<file path="src/rtl/glb_port_arbiter.sv">
// Shares one single-port GLB between the iact/wght read clients and the psum writer.
// Defining GLB_ARB_PERF_CNT_EN adds the saturating stall counter output stall_cnt_o.
module glb_port_arbiter #(
    parameter int DATA_BITWIDTH     = 16,
    parameter int ADDR_BITWIDTH_GLB = 10,
    parameter int RD_LATENCY        = 1
) (
    input  logic                         clk,
    input  logic                         reset,
    input  logic                         iact_req_read,
    input  logic [ADDR_BITWIDTH_GLB-1:0] iact_addr_read,
    output logic [DATA_BITWIDTH-1:0]     iact_data_o,
    output logic                         iact_enable_o,
    output logic                         iact_busy_o,
    input  logic                         wght_req_read,
    input  logic [ADDR_BITWIDTH_GLB-1:0] wght_addr_read,
    output logic [DATA_BITWIDTH-1:0]     wght_data_o,
    output logic                         wght_enable_o,
    output logic                         wght_busy_o,
    input  logic                         psum_write_en,
    input  logic [ADDR_BITWIDTH_GLB-1:0] psum_w_addr,
    input  logic [DATA_BITWIDTH-1:0]     psum_w_data,
    output logic                         glb_req_read,
    output logic [ADDR_BITWIDTH_GLB-1:0] glb_addr_read,
    input  logic [DATA_BITWIDTH-1:0]     glb_rdata,
    output logic                         glb_write_en,
    output logic [ADDR_BITWIDTH_GLB-1:0] glb_w_addr,
    output logic [DATA_BITWIDTH-1:0]     glb_w_data,
`ifdef GLB_ARB_PERF_CNT_EN
    output logic [15:0]                  stall_cnt_o,
`endif
    output logic [1:0]                   overflow_o
);

    logic                         iact_pend_q, iact_pend_d;
    logic                         wght_pend_q, wght_pend_d;
    logic [ADDR_BITWIDTH_GLB-1:0] iact_addr_q, iact_addr_d;
    logic [ADDR_BITWIDTH_GLB-1:0] wght_addr_q, wght_addr_d;
    logic                         rr_q, rr_d;
    logic [1:0]                   overflow_q, overflow_d;

    logic                         glb_req_read_q, glb_req_read_d;
    logic [ADDR_BITWIDTH_GLB-1:0] glb_addr_read_q, glb_addr_read_d;
    logic                         glb_write_en_q, glb_write_en_d;
    logic [ADDR_BITWIDTH_GLB-1:0] glb_w_addr_q, glb_w_addr_d;
    logic [DATA_BITWIDTH-1:0]     glb_w_data_q, glb_w_data_d;

    // issue_tag_q is aligned with the GLB strobe; tag_q delays it to the data-valid cycle
    logic [1:0]                   issue_tag_q, issue_tag_d;
    logic [2*RD_LATENCY-1:0]      tag_q, tag_d;
    logic [1:0]                   ret_tag;

    logic [DATA_BITWIDTH-1:0]     iact_data_q, iact_data_d;
    logic [DATA_BITWIDTH-1:0]     wght_data_q, wght_data_d;
    logic                         iact_en_q, iact_en_d;
    logic                         wght_en_q, wght_en_d;

    logic any_pend, issue, win_wght, grant_iact, grant_wght;

    assign any_pend   = iact_pend_q | wght_pend_q;
    assign issue      = ~psum_write_en & any_pend;
    // rr_q = 0 favours iact, rr_q = 1 favours wght
    assign win_wght   = rr_q ? wght_pend_q : ~iact_pend_q;
    assign grant_iact = issue & ~win_wght;
    assign grant_wght = issue & win_wght;

    always_comb begin
        iact_pend_d     = iact_pend_q & ~grant_iact;
        wght_pend_d     = wght_pend_q & ~grant_wght;
        iact_addr_d     = iact_addr_q;
        wght_addr_d     = wght_addr_q;
        overflow_d      = overflow_q;
        rr_d            = issue ? ~win_wght : rr_q;
        glb_req_read_d  = issue;
        glb_addr_read_d = glb_addr_read_q;
        glb_write_en_d  = psum_write_en;
        glb_w_addr_d    = glb_w_addr_q;
        glb_w_data_d    = glb_w_data_q;
        issue_tag_d     = {grant_wght, grant_iact};

        // Fullness is judged on the registered slot, so a req landing in its issue cycle is dropped
        if (iact_req_read) begin
            if (iact_pend_q) begin
                overflow_d[0] = 1'b1;
            end else begin
                iact_pend_d = 1'b1;
                iact_addr_d = iact_addr_read;
            end
        end
        if (wght_req_read) begin
            if (wght_pend_q) begin
                overflow_d[1] = 1'b1;
            end else begin
                wght_pend_d = 1'b1;
                wght_addr_d = wght_addr_read;
            end
        end

        if (issue) begin
            glb_addr_read_d = win_wght ? wght_addr_q : iact_addr_q;
        end
        if (psum_write_en) begin
            glb_w_addr_d = psum_w_addr;
            glb_w_data_d = psum_w_data;
        end
    end

    genvar gi;
    generate
        for (gi = 0; gi < RD_LATENCY; gi++) begin : g_tag
            if (gi == 0) begin : g_head
                assign tag_d[1:0] = issue_tag_q;
            end else begin : g_body
                assign tag_d[2*gi+1:2*gi] = tag_q[2*gi-1:2*gi-2];
            end
        end
    endgenerate

    assign ret_tag = tag_q[2*RD_LATENCY-1:2*RD_LATENCY-2];

    always_comb begin
        iact_en_d   = ret_tag[0];
        wght_en_d   = ret_tag[1];
        iact_data_d = ret_tag[0] ? glb_rdata : iact_data_q;
        wght_data_d = ret_tag[1] ? glb_rdata : wght_data_q;
    end

    always_ff @(posedge clk or negedge reset) begin
        if (!reset) begin
            iact_pend_q     <= 1'b0;
            wght_pend_q     <= 1'b0;
            iact_addr_q     <= '0;
            wght_addr_q     <= '0;
            rr_q            <= 1'b0;
            overflow_q      <= '0;
            glb_req_read_q  <= 1'b0;
            glb_addr_read_q <= '0;
            glb_write_en_q  <= 1'b0;
            glb_w_addr_q    <= '0;
            glb_w_data_q    <= '0;
            issue_tag_q     <= '0;
            tag_q           <= '0;
            iact_data_q     <= '0;
            wght_data_q     <= '0;
            iact_en_q       <= 1'b0;
            wght_en_q       <= 1'b0;
        end else begin
            iact_pend_q     <= iact_pend_d;
            wght_pend_q     <= wght_pend_d;
            iact_addr_q     <= iact_addr_d;
            wght_addr_q     <= wght_addr_d;
            rr_q            <= rr_d;
            overflow_q      <= overflow_d;
            glb_req_read_q  <= glb_req_read_d;
            glb_addr_read_q <= glb_addr_read_d;
            glb_write_en_q  <= glb_write_en_d;
            glb_w_addr_q    <= glb_w_addr_d;
            glb_w_data_q    <= glb_w_data_d;
            issue_tag_q     <= issue_tag_d;
            tag_q           <= tag_d;
            iact_data_q     <= iact_data_d;
            wght_data_q     <= wght_data_d;
            iact_en_q       <= iact_en_d;
            wght_en_q       <= wght_en_d;
        end
    end

`ifdef GLB_ARB_PERF_CNT_EN
    logic [15:0] stall_cnt_q, stall_cnt_d;
    logic        stall;

    // A cycle stalls when some pending request is left waiting: psum holds the port or both slots compete
    assign stall = any_pend & (psum_write_en | (iact_pend_q & wght_pend_q));

    always_comb begin
        stall_cnt_d = stall_cnt_q;
        if (stall && stall_cnt_q != 16'hFFFF) begin
            stall_cnt_d = stall_cnt_q + 16'd1;
        end
    end

    always_ff @(posedge clk or negedge reset) begin
        if (!reset) begin
            stall_cnt_q <= '0;
        end else begin
            stall_cnt_q <= stall_cnt_d;
        end
    end

    assign stall_cnt_o = stall_cnt_q;
`endif

    assign iact_data_o   = iact_data_q;
    assign iact_enable_o = iact_en_q;
    assign iact_busy_o   = iact_pend_q;
    assign wght_data_o   = wght_data_q;
    assign wght_enable_o = wght_en_q;
    assign wght_busy_o   = wght_pend_q;
    assign glb_req_read  = glb_req_read_q;
    assign glb_addr_read = glb_addr_read_q;
    assign glb_write_en  = glb_write_en_q;
    assign glb_w_addr    = glb_w_addr_q;
    assign glb_w_data    = glb_w_data_q;
    assign overflow_o    = overflow_q;

endmodule
</file>
<file path="config.mk">
export PLATFORM = sky130hd
export DESIGN_NAME = glb_port_arbiter
export DESIGN_NICKNAME = d
export VERILOG_FILES = /design/src/rtl/glb_port_arbiter.sv
export SDC_FILE = /design/constraint.sdc
export NUM_CORES = 1
export LEC_CHECK = 0
export BUFFER_PORTS_ARGS = -buffer_cell sky130_fd_sc_hd__buf_4
export CELL_PAD_IN_SITES_DETAIL_PLACEMENT = 1
export CELL_PAD_IN_SITES_GLOBAL_PLACEMENT = 2
export CORE_MARGIN = 5
export CORE_UTILIZATION = 30
export CTS_BUF_LIST = sky130_fd_sc_hd__clkbuf_4 sky130_fd_sc_hd__clkbuf_8
export DETAILED_ROUTE_END_ITERATION = 16
export HOLD_SLACK_MARGIN = 0.08
export PLACE_DENSITY = 0.84
export SETUP_SLACK_MARGIN = 0.05
export SLEW_MARGIN = 30
export SYNTH_ARGS = -nofsm -noshare
export SYNTH_HDL_FRONTEND = slang
export SYNTH_SLANG_ARGS = --single-unit
export TNS_END_PERCENT = 1
</file>
<file path="constraint.sdc">
create_clock -name clk -period 1.25 [get_ports clk]
set_clock_uncertainty 0.1 [all_clocks]
set_input_delay 0 -clock clk [delete_from_list [all_inputs] [get_ports clk]]
set_output_delay 0 -clock clk [all_outputs]
set_load 0.02 [all_outputs]
</file>
**Word level (Yosys, flattened, before mapping)**

Cells that the tools add are included.

- Memories: 0
- Logic and storage cells: 40
- Input port bits: 67
- RAM bits: 0
- ROM bits: 0
- Flip-flop bits (word level): 101
- Bits in latches: 0
- Output and inout bits: 76

- Eq/ne operators: 0
- Div/mod/pow operators: 0
- $lt $le $gt $ge: 0
- Bitwise operators: 12
- $add $sub $neg: 0
- Shift operators: 0
- $mul: 0
- Reduce and logical (&&, ||, !) cells: 4
- Mux-type cells: 6

Operators by type and width:

| kind | number |
|---|---|
| $mux 10 | 1 |
| $reduce_and 2->1 | 4 |
| $not 1->1 | 6 |
| $and 1x1->1 | 5 |
| $mux 1 | 5 |
| $or 1x1->1 | 1 |

**Longest topological paths before layout**

Gate-level depths: netlist of run 1.

- Word-level depth: 8
- Mapped depth: 4

**Worst setup path before layout of run 1**

OpenSTA, ideal clock, no wires.

- Path kind: flip-flop to flip-flop
- From: reg iact_pend_q, in the netlist iact_busy_o
- To: reg glb_addr_read_q[0], in the netlist glb_addr_read[0]
- Arrival: 1214 ps
- Data required time: 1024 ps
- Stages on the path, launching flop included: 5
- Slack: -190 ps
- Cell sequence: dfrtp_1 -> nor2b_2 -> nor3b_2 -> buf_6 -> a221o_1

- Word-level cells in the longest chain between the ends: 3
- Elaborated cells on any way between the ends: 5
- Classes of those cells: 2 x mux; 3 x bitwise

Ends and longest elaborated chain:

| element | RTL line | text |
|---|---|---|
| from (decl) | 35 | `logic iact_pend_q, iact_pend_d;` |
| from (signal assigned) | 148 | `iact_pend_q <= iact_pend_d;` |
| $not 1->1 (no line) | -- |  |
| $mux 1 | 63 | `assign win_wght = rr_q ? wght_pend_q : ~iact_pend_q;` |
| $mux 10 | 100 | `glb_addr_read_d = win_wght ? wght_addr_q : iact_addr_q;` |
| to (signal assigned) | 155 | `glb_addr_read_q <= glb_addr_read_d;` |
| to (decl) | 43 | `logic [ADDR_BITWIDTH_GLB-1:0] glb_addr_read_q, glb_addr_read_d;` |

Parallel ways exist; a longest one is shown, timed or not.
A chain may end at the register's enable or synchronous reset.

**Worst setup path after layout of run 1**

- From: reg wght_pend_q, in the netlist wght_busy_o
- To: reg glb_addr_read_q[9], in the netlist glb_addr_read[9]

- Word-level cells in the longest chain between the ends: 2
- Elaborated cells on any way between the ends: 4
- Classes of those cells: 2 x mux; 2 x bitwise

Ends and longest elaborated chain:

| element | RTL line | text |
|---|---|---|
| from (decl) | 36 | `logic wght_pend_q, wght_pend_d;` |
| from (signal assigned) | 149 | `wght_pend_q <= wght_pend_d;` |
| $mux 1 / $or 1x1->1 (equally long branches) | 63, 60 |  |
| $mux 10 / $and 1x1->1 (equally long branches) | 100, 61 |  |

Parallel ways exist; a longest one is shown, timed or not.

==> flow_summary.html, run 1 <==
<table>
<tr><th>Metric</th><th>Value</th></tr>
<tr><th colspan="2">Status</th></tr>
<tr><td>Outcome</td><td>finished, violations left</td></tr>
<tr><td>Violations in the final reports</td><td>negative hold slack, negative setup slack</td></tr>
<tr><th colspan="2">Setup path</th></tr>
<tr><td>Endpoint class of the critical path</td><td>register</td></tr>
<tr><td>CP required</td><td>1.45 ns</td></tr>
<tr><td>Arrival time worst endpoint</td><td>1.54 ns</td></tr>
<tr><td>Maximum fanout along the worst path</td><td>11</td></tr>
<tr><td>Cell-by-cell listing of the critical path</td><td>buf_4 &gt; a211oi_4 &gt; buf_6 &gt; a221o_1</td></tr>
<tr><td>Slowest cell on the critical path</td><td>dfrtp_2</td></tr>
<tr><td>Number of buffers and inverters on the critical path</td><td>2</td></tr>
<tr><td>Kind of start point of the critical path</td><td>register</td></tr>
<tr><td>Type of the worst setup path</td><td>register to register</td></tr>
<tr><td>Worst path top cell family by delay</td><td>flip-flops</td></tr>
<tr><td>Slowest cell delay on critical path</td><td>0.46 ns</td></tr>
<tr><th colspan="2">Pwr</th></tr>
<tr><td>Clock network fraction of design power</td><td>17.1%</td></tr>
<tr><td>P per Cell Area</td><td>2103 nW/um^2</td></tr>
<tr><td>Sw Ratio</td><td>33.17%</td></tr>
<tr><td>Leakage power figure</td><td>2.832 nW</td></tr>
<tr><td>Peak supply drop</td><td>0.8174 mV</td></tr>
<tr><td>Logic gate share of total power</td><td>42.0%</td></tr>
<tr><td>Internal cell power</td><td>8.580 mW</td></tr>
<tr><td>Net Sw Power</td><td>4.258 mW</td></tr>
<tr><td>Sequential share of power</td><td>40.8%</td></tr>
<tr><th colspan="2">Global route</th></tr>
<tr><td>Pin count of the biggest net entering global routing</td><td>38</td></tr>
<tr><td>Vias in the first global route</td><td>3194</td></tr>
<tr><td>Global-route usage over all layers</td><td>14.60%</td></tr>
<tr><td>Global route overflow</td><td>0</td></tr>
<tr><td>Global-route wire length before repair</td><td>16890 um</td></tr>
<tr><td>Antenna violations before repair</td><td>0</td></tr>
<tr><th colspan="2">Synthesis</th></tr>
<tr><td>Top area cells in the synthesized netlist</td><td>dfrtp_1, mux2_2, a221o_1</td></tr>
<tr><td>Fraction of synthesized cell area taken by the top area cell type</td><td>67.51%</td></tr>
<tr><td>Cell area after synthesis</td><td>3744 um^2</td></tr>
<tr><td>Total number of yosys warnings</td><td>0</td></tr>
<tr><td>Post-synthesis instance total</td><td>226</td></tr>
<tr><td>Number of nets in the synthesized netlist</td><td>293</td></tr>
<tr><td>Cell accounting for the most synthesized area</td><td>dfrtp_1</td></tr>
<tr><td>Sequential cell area fraction in the yosys report</td><td>67.51%</td></tr>
<tr><td>Count of different cell masters after synthesis</td><td>18</td></tr>
<tr><td>Post-synth EDFFs</td><td>0</td></tr>
<tr><td>Synth async-reset ratio</td><td>100.0%</td></tr>
<tr><td>Avg Inst Size Synth</td><td>16.56 um^2</td></tr>
<tr><td>Synthesized flop and latch total</td><td>101</td></tr>
<tr><td>Main synth FF type</td><td>dfrtp_1</td></tr>
<tr><th colspan="2">Clock tree</th></tr>
<tr><td>Level count of the clock H-tree</td><td>3</td></tr>
<tr><td>Max Buffers Root-to-Sink</td><td>2</td></tr>
<tr><td>Clock-pin slew on the worst setup and hold paths</td><td>0.09 ns</td></tr>
<tr><td>Hold-fix buffers at CTS</td><td>66</td></tr>
<tr><td>Clock buffers created by TritonCTS</td><td>9</td></tr>
<tr><td>CTS Root Cell</td><td>clkbuf_8</td></tr>
<tr><td>TritonCTS sink count</td><td>101</td></tr>
<tr><td>Clk Latency, worst-skew pair</td><td>0.36 ns</td></tr>
<tr><td>Number of post-CTS setup repair buffers</td><td>0</td></tr>
<tr><td>Clock tree from TritonCTS</td><td>built</td></tr>
<tr><th colspan="2">Timing</th></tr>
<tr><td>Clock period minus worst slack</td><td>1.338 ns</td></tr>
<tr><td>Maximum achievable frequency</td><td>747.3 MHz</td></tr>
<tr><td>Period Utilization, post-route</td><td>107.1%</td></tr>
<tr><td>Final hold violations</td><td>16</td></tr>
<tr><td>Final setup fails</td><td>31</td></tr>
<tr><td>Unrepaired setup endpoints after global routing</td><td>true</td></tr>
<tr><td>Pins Over Slew Limit</td><td>0</td></tr>
<tr><td>Worst slew slack as a fraction of its limit</td><td>75.06%</td></tr>
<tr><td>Slew of the pin with the lowest slew margin</td><td>0.3741 ns</td></tr>
<tr><td>Hold slack</td><td>-0.1276 ns</td></tr>
<tr><td>Post-route setup slack</td><td>-0.08823 ns</td></tr>
<tr><th colspan="2">Min path</th></tr>
<tr><td>Kind of path behind the tightest hold check</td><td>input port to register</td></tr>
<tr><th colspan="2">Cells and area</th></tr>
<tr><td>Diodes inserted</td><td>0</td></tr>
<tr><td># nets final</td><td>517</td></tr>
<tr><td>Storage cell area</td><td>2531 um^2</td></tr>
<tr><td>Final core occ</td><td>50.41%</td></tr>
<tr><td>Layout overhead on the synthesized area</td><td>63.10%</td></tr>
<tr><td>Multi-input gate area in the final layout</td><td>1196 um^2</td></tr>
<tr><td>Fraction of final layout cells with drive strength greater than 1</td><td>57.58%</td></tr>
<tr><td>Layout fillers</td><td>1228</td></tr>
<tr><th colspan="2">Flow run</th></tr>
<tr><td>Number of max-cap violations</td><td>0</td></tr>
<tr><th colspan="2">Detailed routing</th></tr>
<tr><td>Average wire per cell in the routed design</td><td>16.58 um</td></tr>
<tr><td>Antenna-violating nets left</td><td>0</td></tr>
<tr><td>Post-detailed-route via-to-cell ratio</td><td>4.366</td></tr>
<tr><td>DRC viols</td><td>0</td></tr>
<tr><td>Violation count after the first detailed-route iteration</td><td>78</td></tr>
<tr><td>DR pass1 iterations</td><td>4</td></tr>
<tr><td>Number of vias after detailed routing</td><td>2720</td></tr>
<tr><td>Total Wirelength</td><td>10330 um</td></tr>
<tr><th colspan="2">Die</th></tr>
<tr><td>Vertical die dimension</td><td>121.7 um</td></tr>
<tr><td>Core Box Area</td><td>12110 um^2</td></tr>
<tr><td>Effective utilization at floorplan</td><td>30.91%</td></tr>
<tr><td>Number of standard-cell rows in the floorplan</td><td>40</td></tr>
<tr><td>Die boundary width</td><td>121.7 um</td></tr>
<tr><td>Number of top-level pins</td><td>143</td></tr>
<tr><td>Die footprint</td><td>14810 um^2</td></tr>
<tr><th colspan="2">Place</th></tr>
<tr><td>PortBufs</td><td>142</td></tr>
<tr><td>Final GP Congestion</td><td>0.7066</td></tr>
<tr><td>Half-perimeter wire length after placement</td><td>6961 um</td></tr>
</table>
[through the flow]
| step | worst slack (ns) | instances | cell area, um^2 | power [mW] | TNS, ns |
|---|---|---|---|---|---|
| after global routing | -0.1530 | 623 | 6106 | 13.61 | -3.160 |
| final | -0.08823 | 623 | 6106 | 12.84 | -1.598 |
| after CTS | -0.1074 | 623 | 6096 | 12.97 | -2.133 |
| after floorplan | -0.06935 | 226 | 3765 | 7.967 | -1.905 |
| after detailed placement | -0.1158 | 541 | 5176 | 10.42 | -2.352 |
| after global placement | -0.06589 | 541 | 5176 | 10.23 | -1.238 |
[logic make-up (layout without fill, tap and decap cells)]
logic type             Yosys count  count (layout)  share of synthesized area (%)
DFF                            101             101                          67.51
muxes                           78              78                          23.46
AOI/OAI and AO/OA               17              17                          4.077
and+or+nand+nor                 15              15                          2.741
buffers and inverters           15             244                          2.206
[metal layers]
layer / GRT usage, % / vias up / share of wire (%)
li1: - / 1243 / -
met5: 0 / - / 0
met4: 6.232 / 0 / 2.9
met2: 26.22 / 86 / 53
met3: 3.389 / 19 / 5.2
met1: 16.56 / 1372 / 38
[worst paths after layout]
kind | startpoint | endpoint | slack [ns] | cells past startpoint
min reg2reg | issue_tag_q[1]$_DFF_PN0_ | ret_tag[1]$_DFF_PN0_ | 0.25 | 0
max reg2reg | wght_busy_o$_DFF_PN0_ | glb_addr_read[9]$_DFFE_PN0N_ | -0.09 | 4
min | psum_write_en | wght_busy_o$_DFF_PN0_ | -0.13 | 3
max in group asynchronous | reset | iact_data_o[7]$_DFFE_PN0P_ | 0.53 | 3
min in group asynchronous | reset | iact_addr_q[5]$_DFFE_PN0P_ | 0 | 2
max | wght_busy_o$_DFF_PN0_ | glb_addr_read[9]$_DFFE_PN0N_ | -0.09 | 4
[final cells by class]
class / instances / area share [%]
Sequential cell: 101 / 41.45
Timing Repair Buffer: 225 / 31.86
Multi-Input combinational cell: 110 / 19.59
Tap cell: 168 / 3.443
Clock buffer: 15 / 2.971
Clock inverter: 1 / 0.4918
Inverter: 3 / 0.1844
[sequential cells by signal, indices dropped and copies added (netlist names), 2 cells and up]
name	cells
wght_addr_q	10
iact_addr_q	10
iact_data_o	16
wght_data_o	16
glb_w_addr	10
issue_tag_q	2
overflow_o	2
ret_tag	2
glb_w_data	16
glb_addr_read	10
[power by group through the flow]
stage                     sequential [mW]  clock (mW)  combinational, mW
after floorplan                      6.18           0               1.79
after global placement               5.25           0               4.98
after detailed placement             5.30           0               5.11
after CTS                            5.26        2.29               5.43
after global routing                 5.42        2.41               5.78
final                                5.24        2.20               5.40
[layout by cell type, fill, tap and decap left out, drive strengths merged, types with 2 or more instances in the layout]
cell	synthesis	final
a221o	10	10
nor2b	3	3
mux2	78	78
inv	3	3
dlygate4sd3	0	66
buf	12	159
o21bai	2	2
and2	10	10
dfrtp	101	101
a21o	2	2
clkbuf	0	15
[worst register-to-register path, cell delays in order (launching register included)]
cell and delay [ns]:
dfrtp_2 0.46, buf_4 0.15, a211oi_4 0.22, buf_6 0.19, a221o_1 0.16
[what timing repair did]
action	in CTS	in global routing
setup endpoints to repair	34	34
resized for setup	12	3
pin swaps	3	0
hold endpoints to repair	188	27
[synth_stat cells, types with 2 or more instances]
library cell / instances
a21o_1: 2
a221o_1: 10
and2_1: 10
buf_2: 9
buf_4: 2
dfrtp_1: 101
inv_1: 3
mux2_2: 77
nor2b_1: 2
o21bai_1: 2
(Power assumes the default switching activity.)
==> run 2: changes to the inputs <==
SKIP_LAST_GASP = 1   (was unset)
==> flow_summary.html, run 2 (synthesized netlist as in run 1, its figures left out) <==
<table>
<tr><th>Metric</th><th>Value</th></tr>
<tr><th colspan="2">Cells and area</th></tr>
<tr><td>Diodes inserted</td><td>0</td></tr>
<tr><td>Most frequent cells in the layout</td><td>buf_4, dfrtp_1, mux2_2, dlygate4sd3_1, clkbuf_8</td></tr>
<tr><td>Fraction of final layout cells with drive strength greater than 1</td><td>57.02%</td></tr>
<tr><td># nets final</td><td>518</td></tr>
<tr><td>Non-filler cells, final</td><td>624</td></tr>
<tr><td>Layout overhead on the synthesized area</td><td>62.07%</td></tr>
<tr><td>Final core occ</td><td>50.09%</td></tr>
<tr><td>Most common library cell in the layout ignoring fill and taps</td><td>buf_4</td></tr>
<tr><td>Layout fillers</td><td>1230</td></tr>
<tr><th colspan="2">Timing</th></tr>
<tr><td>Maximum achievable frequency</td><td>738.8 MHz</td></tr>
<tr><td>Worst slew slack as a fraction of its limit</td><td>75.40%</td></tr>
<tr><td>Hold slack</td><td>-0.1312 ns</td></tr>
<tr><td>Post-route setup slack</td><td>-0.1035 ns</td></tr>
<tr><td>Final setup fails</td><td>31</td></tr>
<tr><td>Clock period minus worst slack</td><td>1.354 ns</td></tr>
<tr><td>Unrepaired setup endpoints after global routing</td><td>true</td></tr>
<tr><td>Final hold violations</td><td>23</td></tr>
<tr><td>Period Utilization, post-route</td><td>108.3%</td></tr>
<tr><td>Pins Over Slew Limit</td><td>0</td></tr>
<tr><td>Post-Route Setup TNS</td><td>-2.129 ns</td></tr>
<tr><td>Slew of the pin with the lowest slew margin</td><td>0.3690 ns</td></tr>
<tr><th colspan="2">Clock tree</th></tr>
<tr><td>Max Buffers Root-to-Sink</td><td>2</td></tr>
<tr><td>Clock-pin slew on the worst setup and hold paths</td><td>0.10 ns</td></tr>
<tr><td>Number of post-CTS setup repair buffers</td><td>0</td></tr>
<tr><td>Hold-fix buffers at CTS</td><td>66</td></tr>
<tr><td>Clock tree from TritonCTS</td><td>built</td></tr>
<tr><td>TritonCTS sink count</td><td>101</td></tr>
<tr><td>Clk Latency, worst-skew pair</td><td>0.36 ns</td></tr>
<tr><td>Clock buffers created by TritonCTS</td><td>9</td></tr>
<tr><td>Level count of the clock H-tree</td><td>3</td></tr>
<tr><td>CTS Root Cell</td><td>clkbuf_8</td></tr>
<tr><th colspan="2">Pwr</th></tr>
<tr><td>Sequential share of power</td><td>41.1%</td></tr>
<tr><td>Leakage power figure</td><td>2.795 nW</td></tr>
<tr><td>Peak supply drop</td><td>0.9262 mV</td></tr>
<tr><td>Logic gate share of total power</td><td>41.5%</td></tr>
<tr><td>Sw Ratio</td><td>33.28%</td></tr>
<tr><td>Internal cell power</td><td>8.473 mW</td></tr>
<tr><td>Clock network fraction of design power</td><td>17.3%</td></tr>
<tr><td>P per Cell Area</td><td>2093 nW/um^2</td></tr>
<tr><td>Power, Total</td><td>12.70 mW</td></tr>
<tr><td>Net Sw Power</td><td>4.226 mW</td></tr>
<tr><th colspan="2">Detailed routing</th></tr>
<tr><td>Average wire per cell in the routed design</td><td>16.51 um</td></tr>
<tr><td>Total Wirelength</td><td>10300 um</td></tr>
<tr><td>Antenna-violating nets left</td><td>0</td></tr>
<tr><td>Number of vias after detailed routing</td><td>2731</td></tr>
<tr><td>DR pass1 iterations</td><td>4</td></tr>
<tr><td>Violation count after the first detailed-route iteration</td><td>86</td></tr>
<tr><td>DRC viols</td><td>0</td></tr>
<tr><td>Post-detailed-route via-to-cell ratio</td><td>4.377</td></tr>
<tr><th colspan="2">Flow run</th></tr>
<tr><td>Number of max-cap violations</td><td>0</td></tr>
<tr><th colspan="2">Setup path</th></tr>
<tr><td>Type of the worst setup path</td><td>register to register</td></tr>
<tr><td>CP required</td><td>1.39 ns</td></tr>
<tr><td>Maximum fanout along the worst path</td><td>5</td></tr>
<tr><td>Kind of start point of the critical path</td><td>register</td></tr>
<tr><td>Endpoint class of the critical path</td><td>register</td></tr>
<tr><td>Arrival time worst endpoint</td><td>1.50 ns</td></tr>
<tr><th colspan="2">Die</th></tr>
<tr><td>Vertical die dimension</td><td>121.7 um</td></tr>
<tr><td>Effective utilization at floorplan</td><td>30.91%</td></tr>
<tr><td>Number of top-level pins</td><td>143</td></tr>
<tr><td>Number of standard-cell rows in the floorplan</td><td>40</td></tr>
<tr><td>Die footprint</td><td>14810 um^2</td></tr>
<tr><td>Die boundary width</td><td>121.7 um</td></tr>
<tr><td>Core Box Area</td><td>12110 um^2</td></tr>
<tr><th colspan="2">Place</th></tr>
<tr><td>Placed Cells</td><td>541</td></tr>
<tr><td>Half-perimeter wire length after placement</td><td>6961 um</td></tr>
<tr><td>PortBufs</td><td>142</td></tr>
<tr><td>Final GP Congestion</td><td>0.7066</td></tr>
<tr><th colspan="2">Global route</th></tr>
<tr><td>Vias in the first global route</td><td>3181</td></tr>
<tr><td>Met3 track demand over resource</td><td>3.389%</td></tr>
<tr><td>Global-route usage over all layers</td><td>14.51%</td></tr>
<tr><td>Antenna violations before repair</td><td>0</td></tr>
<tr><td>Pin count of the biggest net entering global routing</td><td>38</td></tr>
<tr><td>Global route overflow</td><td>0</td></tr>
<tr><td>Global-route wire length before repair</td><td>16760 um</td></tr>
<tr><td>Gr busiest metal</td><td>met2</td></tr>
<tr><td>Global-route track usage on met1</td><td>16.23%</td></tr>
<tr><td>Met2 capacity usage during global routing</td><td>26.29%</td></tr>
<tr><th colspan="2">Status</th></tr>
<tr><td>Violations in the final reports</td><td>negative hold slack, negative setup slack</td></tr>
<tr><td>Outcome</td><td>finished, violations left</td></tr>
<tr><th colspan="2">Min path</th></tr>
<tr><td>Kind of path behind the tightest hold check</td><td>input port to register</td></tr>
</table>
[run 2: cell count changes in the layout (fill, tap and decap cells not counted), sizes merged]
| cell | previous run | this run |
|---|---|---|
| buf | 159 | 160 |
[run 2: power groups by stage]
stage	clock (mW)	sequential [mW]	combinational (mW)
6_report	2.20	5.22	5.27
3_5_place_dp	0	5.30	5.11
3_3_place_gp	0	5.25	4.98
2_1_floorplan	0	6.18	1.79
4_1_cts	2.29	5.24	5.30
5_1_grt	2.41	5.40	5.66
[run 2: final cells by class]
class	instances	area [um^2]	share of cell area, %
well taps	168	210.2	3.465
clock inverters	1	30.03	0.4949
clock buffers	15	181.4	2.990
repair buffers	226	1953	32.19
inverters	3	11.26	0.1856
flip-flops and latches	101	2530	41.70
multi-input cells	110	1151	18.97
[run 2: critical path, cell delays in order (launching register included)]
cell     delay, ns
dfrtp_1       0.46
nor2b_4       0.15
nor3b_2       0.06
buf_4         0.16
a221o_1       0.32
[run 2: worst paths after layout]
check | startpoint | end | slack [ns] | depth (start not counted)
min in group asynchronous | reset | wght_addr_q[3]$_DFFE_PN0P_ | -0.01 | 2
setup reg to reg | rr_q$_DFFE_PN0N_ | glb_addr_read[9]$_DFFE_PN0N_ | -0.10 | 4
hold / removal | psum_write_en | wght_busy_o$_DFF_PN0_ | -0.13 | 3
max in group asynchronous | reset | wght_data_o[5]$_DFFE_PN0P_ | 0.54 | 3
hold reg to reg | issue_tag_q[1]$_DFF_PN0_ | ret_tag[1]$_DFF_PN0_ | 0.25 | 0
setup / recovery | rr_q$_DFFE_PN0N_ | glb_addr_read[9]$_DFFE_PN0N_ | -0.10 | 4
[run 2: repair_timing]
action	CTS	global route
gates resized for setup	1	2
gates cloned	0	1
setup endpoints to repair	34	34
hold endpoints to repair	188	27
pin swaps	3	0
[run 2: routing by layer]
layer / part of all wire, % / vias up / wire [um]
met5: 0 / - / 0
met4: 2.9 / 0 / 300
met3: 5.3 / 19 / 544
met2: 54 / 84 / 5566
met1: 38 / 1383 / 3891
li1: - / 1245 / -
[run 2: per-stage QoR]
step / cell area (um^2) / setup WS, ns
floorplan: 3765 / -0.06935
global placement: 5176 / -0.06589
detailed placement: 5176 / -0.1158
CTS: 6052 / -0.1154
global route: 6067 / -0.1580
finish: 6067 / -0.1035
==> run 3: changes to the inputs <==
ABC_AREA = 1   (was unset)
CORE_UTILIZATION = 29   (was 30)
PLACE_DENSITY = 0.85   (was 0.84)
==> flow_summary.html, run 3 <==
<table>
<tr><th>Metric</th><th>Value</th></tr>
<tr><th colspan="2">Detailed routing</th></tr>
<tr><td>Violation count after the first detailed-route iteration</td><td>182</td></tr>
<tr><td>Antenna-violating nets left</td><td>0</td></tr>
<tr><td>Number of vias after detailed routing</td><td>3145</td></tr>
<tr><td>DRC viols</td><td>0</td></tr>
<tr><td>Post-detailed-route via-to-cell ratio</td><td>4.405</td></tr>
<tr><td>DR pass1 iterations</td><td>4</td></tr>
<tr><td>Total Wirelength</td><td>11230 um</td></tr>
<tr><td>Average wire per cell in the routed design</td><td>15.73 um</td></tr>
<tr><th colspan="2">Setup path</th></tr>
<tr><td>Slowest cell delay on critical path</td><td>0.45 ns</td></tr>
<tr><td>Source of the worst register-to-register timing path</td><td>rr_q$_DFFE_PN0N_</td></tr>
<tr><td>R2R Path End</td><td>glb_addr_read[5]$_DFFE_PN0N_</td></tr>
<tr><td>CP most frequent cell</td><td>nand2_1</td></tr>
<tr><td>CP required</td><td>1.41 ns</td></tr>
<tr><td>Worst-case reg-to-reg path depth</td><td>7</td></tr>
<tr><td>Kind of start point of the critical path</td><td>register</td></tr>
<tr><td>Type of the worst setup path</td><td>register to register</td></tr>
<tr><td>Slowest cell on the critical path</td><td>dfrtp_2</td></tr>
<tr><td>Arrival time worst endpoint</td><td>1.44 ns</td></tr>
<tr><td>Register-to-register path setup slack</td><td>-0.03 ns</td></tr>
<tr><td>Cell-by-cell listing of the critical path</td><td>inv_2 &gt; nand2_1 &gt; buf_4 &gt; nand3_1 &gt; nand2_1 &gt; nand2_1 &gt; nand2_1</td></tr>
<tr><td>Maximum fanout along the worst path</td><td>10</td></tr>
<tr><td>Endpoint class of the critical path</td><td>register</td></tr>
<tr><th colspan="2">Clock tree</th></tr>
<tr><td>Clock-pin slew on the worst setup and hold paths</td><td>0.10 ns</td></tr>
<tr><td>Clock tree from TritonCTS</td><td>built</td></tr>
<tr><td>Clk Latency, worst-skew pair</td><td>0.37 ns</td></tr>
<tr><td>Level count of the clock H-tree</td><td>3</td></tr>
<tr><td>Clock buffers created by TritonCTS</td><td>9</td></tr>
<tr><td>Max Buffers Root-to-Sink</td><td>2</td></tr>
<tr><td>CTS Root Cell</td><td>clkbuf_8</td></tr>
<tr><td>Hold-fix buffers at CTS</td><td>65</td></tr>
<tr><td>TritonCTS sink count</td><td>101</td></tr>
<tr><th colspan="2">Timing</th></tr>
<tr><td>Hold slack</td><td>-0.2649 ns</td></tr>
<tr><td>Maximum achievable frequency</td><td>782.2 MHz</td></tr>
<tr><td>Pins Over Slew Limit</td><td>0</td></tr>
<tr><td>Clock period minus worst slack</td><td>1.278 ns</td></tr>
<tr><td>Unrepaired setup endpoints after global routing</td><td>true</td></tr>
<tr><td>Post-route setup slack</td><td>-0.02846 ns</td></tr>
<tr><td>Final hold violations</td><td>10</td></tr>
<tr><td>Slew of the pin with the lowest slew margin</td><td>0.4481 ns</td></tr>
<tr><td>Worst slew slack as a fraction of its limit</td><td>70.13%</td></tr>
<tr><td>Period Utilization, post-route</td><td>102.3%</td></tr>
<tr><td>Final setup fails</td><td>3</td></tr>
<tr><th colspan="2">Cells and area</th></tr>
<tr><td>Most common library cell in the layout ignoring fill and taps</td><td>buf_4</td></tr>
<tr><td>Post-route design area</td><td>6077 um^2</td></tr>
<tr><td>Non-filler cells, final</td><td>714</td></tr>
<tr><td>Fraction of final layout cells with drive strength greater than 1</td><td>44.98%</td></tr>
<tr><td># nets final</td><td>600</td></tr>
<tr><td>Most frequent cells in the layout</td><td>buf_4, dfrtp_1, nand2_1, dlygate4sd3_1, mux2_2</td></tr>
<tr><td>Layout overhead on the synthesized area</td><td>55.82%</td></tr>
<tr><td>Diodes inserted</td><td>0</td></tr>
<tr><th colspan="2">Min path</th></tr>
<tr><td>Min-Delay Path Depth</td><td>1</td></tr>
<tr><td>Worst hold path endpoint</td><td>glb_write_en$_DFF_PN0_</td></tr>
<tr><td>Critical hold path startpoint</td><td>psum_write_en</td></tr>
<tr><td>Kind of path behind the tightest hold check</td><td>input port to register</td></tr>
<tr><th colspan="2">Global route</th></tr>
<tr><td>Global-route usage over all layers</td><td>14.76%</td></tr>
<tr><td>Pin count of the biggest net entering global routing</td><td>35</td></tr>
<tr><td>Global-route wire length before repair</td><td>18770 um</td></tr>
<tr><td>Vias in the first global route</td><td>3518</td></tr>
<tr><td>Antenna violations before repair</td><td>0</td></tr>
<tr><td>Global route overflow</td><td>0</td></tr>
<tr><th colspan="2">Synthesis</th></tr>
<tr><td>Post-synthesis instance total</td><td>318</td></tr>
<tr><td>Main synth FF type</td><td>dfrtp_1</td></tr>
<tr><td>Cell area after synthesis</td><td>3900 um^2</td></tr>
<tr><td>Most instantiated library cell after synthesis</td><td>dfrtp_1</td></tr>
<tr><td>Total number of yosys warnings</td><td>0</td></tr>
<tr><td>Synthesized flop and latch total</td><td>101</td></tr>
<tr><td>Post-synth EDFFs</td><td>0</td></tr>
<tr><td>Number of nets in the synthesized netlist</td><td>385</td></tr>
<tr><td>Fraction of synthesized cell area taken by the top area cell type</td><td>64.81%</td></tr>
<tr><td>Cell accounting for the most synthesized area</td><td>dfrtp_1</td></tr>
<tr><td>Ranking of synthesized cells by instance count</td><td>dfrtp_1, nand2_1, mux2_2, nand3_1, buf_2</td></tr>
<tr><td>Sequential cell area fraction in the yosys report</td><td>64.81%</td></tr>
<tr><td>Count of different cell masters after synthesis</td><td>15</td></tr>
<tr><td>Synth async-reset ratio</td><td>100.0%</td></tr>
<tr><td>Top area cells in the synthesized netlist</td><td>dfrtp_1, mux2_2, nand2_1</td></tr>
<tr><td>Avg Inst Size Synth</td><td>12.26 um^2</td></tr>
<tr><th colspan="2">Pwr</th></tr>
<tr><td>Net Sw Power</td><td>4.922 mW</td></tr>
<tr><td>Sequential share of power</td><td>40.6%</td></tr>
<tr><td>Peak supply drop</td><td>0.5972 mV</td></tr>
<tr><td>Clock network fraction of design power</td><td>15.0%</td></tr>
<tr><td>P per Cell Area</td><td>2115 nW/um^2</td></tr>
<tr><td>Logic gate share of total power</td><td>44.3%</td></tr>
<tr><td>Sw Ratio</td><td>38.29%</td></tr>
<tr><td>Leakage power figure</td><td>2.972 nW</td></tr>
<tr><td>Internal cell power</td><td>7.932 mW</td></tr>
<tr><th colspan="2">Flow run</th></tr>
<tr><td>Number of max-cap violations</td><td>0</td></tr>
<tr><th colspan="2">Die</th></tr>
<tr><td>Die boundary width</td><td>126.0 um</td></tr>
<tr><td>Vertical die dimension</td><td>126.0 um</td></tr>
<tr><td>Effective utilization at floorplan</td><td>29.57%</td></tr>
<tr><td>Die footprint</td><td>15870 um^2</td></tr>
<tr><td>Number of standard-cell rows in the floorplan</td><td>42</td></tr>
<tr><td>Core Box Area</td><td>13190 um^2</td></tr>
<tr><td>Number of top-level pins</td><td>143</td></tr>
<tr><th colspan="2">Place</th></tr>
<tr><td>Half-perimeter wire length after placement</td><td>7786 um</td></tr>
<tr><td>Placed instance area</td><td>5228 um^2</td></tr>
<tr><td>Post-Place Worst Slack</td><td>-0.04700 ns</td></tr>
<tr><td>Final GP Congestion</td><td>0.7426</td></tr>
<tr><td>Placed Cells</td><td>633</td></tr>
<tr><td>PortBufs</td><td>142</td></tr>
<tr><th colspan="2">Status</th></tr>
<tr><td>Outcome</td><td>finished, violations left</td></tr>
<tr><td>Violations in the final reports</td><td>negative hold slack, negative setup slack</td></tr>
</table>
run 3: metal layers:
layer  GRT usage (%)  wire [um]  up-vias
li1                -          -     1480
met2           25.16       5687       89
met1           17.95       4679     1556
met3           3.641        617       20
met5               0          0        -
met4           5.931        248        0
run 3: how the worst max path moves through the flow:
| stage | from | endpoint | cells past startpoint |
|---|---|---|---|
| finish | rr_q$_DFFE_PN0N_ | glb_addr_read[5]$_DFFE_PN0N_ | 7 |
| global route | rr_q$_DFFE_PN0N_ | glb_addr_read[5]$_DFFE_PN0N_ | 7 |
| CTS | iact_busy_o$_DFF_PN0_ | glb_addr_read[4]$_DFFE_PN0N_ | 6 |
| detailed placement | wght_busy_o$_DFF_PN0_ | iact_busy_o$_DFF_PN0_ | 6 |
| global placement | wght_busy_o$_DFF_PN0_ | iact_busy_o$_DFF_PN0_ | 6 |
| floorplan | ret_tag[0]$_DFF_PN0_ | iact_data_o[10]$_DFFE_PN0P_ | 3 |
run 3: cell families after synthesis:
family          after synthesis  synth area share, %
buf+inv                      22                3.144
mux                          58                16.75
simple gates                132                14.18
flops                       101                64.81
compound gates                5                1.123
run 3: timing repair:
| action | 4_1_cts | 5_1_grt |
|---|---|---|
| setup buffers | 0 | 0 |
| endpoints found under the setup margin | 30 | 37 |
| endpoints found under the hold margin | 188 | 37 |
| resized for setup | 4 | 4 |
run 3: stage by stage:
step	hold slack (ns)	TNS, ns	util, %	total power, mW
2_1_floorplan	-0.3956	0	-	8.359
5_1_grt	-0.2880	-1.009	46.07	13.77
3_5_place_dp	-0.1157	-0.07313	39.63	10.86
4_1_cts	-0.2905	-0.06239	45.99	13.04
6_report	-0.2649	-0.03303	46.07	12.85
3_3_place_gp	-0.1223	0	39.63	10.68
run 3: final cells by class:
class | count | area [um^2]
Sequential cell | 101 | 2531
Inverter | 5 | 21.27
Fill cell | 1431 | 7113
Clock inverter | 6 | 45.04
Tap cell | 176 | 220.2
Clock buffer | 10 | 131.4
Timing Repair Buffer | 221 | 1863
Multi-Input combinational cell | 195 | 1265
run 3: power by group through the flow:
stage / combinational, mW / sequential (mW) / clock [mW]
2_1_floorplan: 2.20 / 6.16 / 0
3_3_place_gp: 5.45 / 5.23 / 0
3_5_place_dp: 5.56 / 5.30 / 0
4_1_cts: 5.76 / 5.24 / 2.03
5_1_grt: 6.22 / 5.39 / 2.16
6_report: 5.70 / 5.22 / 1.93
run 3: critical path: cells and delay by family, from the launching register on:
family / cells / cell delay [ns]
and+or+nand+nor: 5 / 0.34
buffers and inverters: 2 / 0.26
DFF: 1 / 0.45
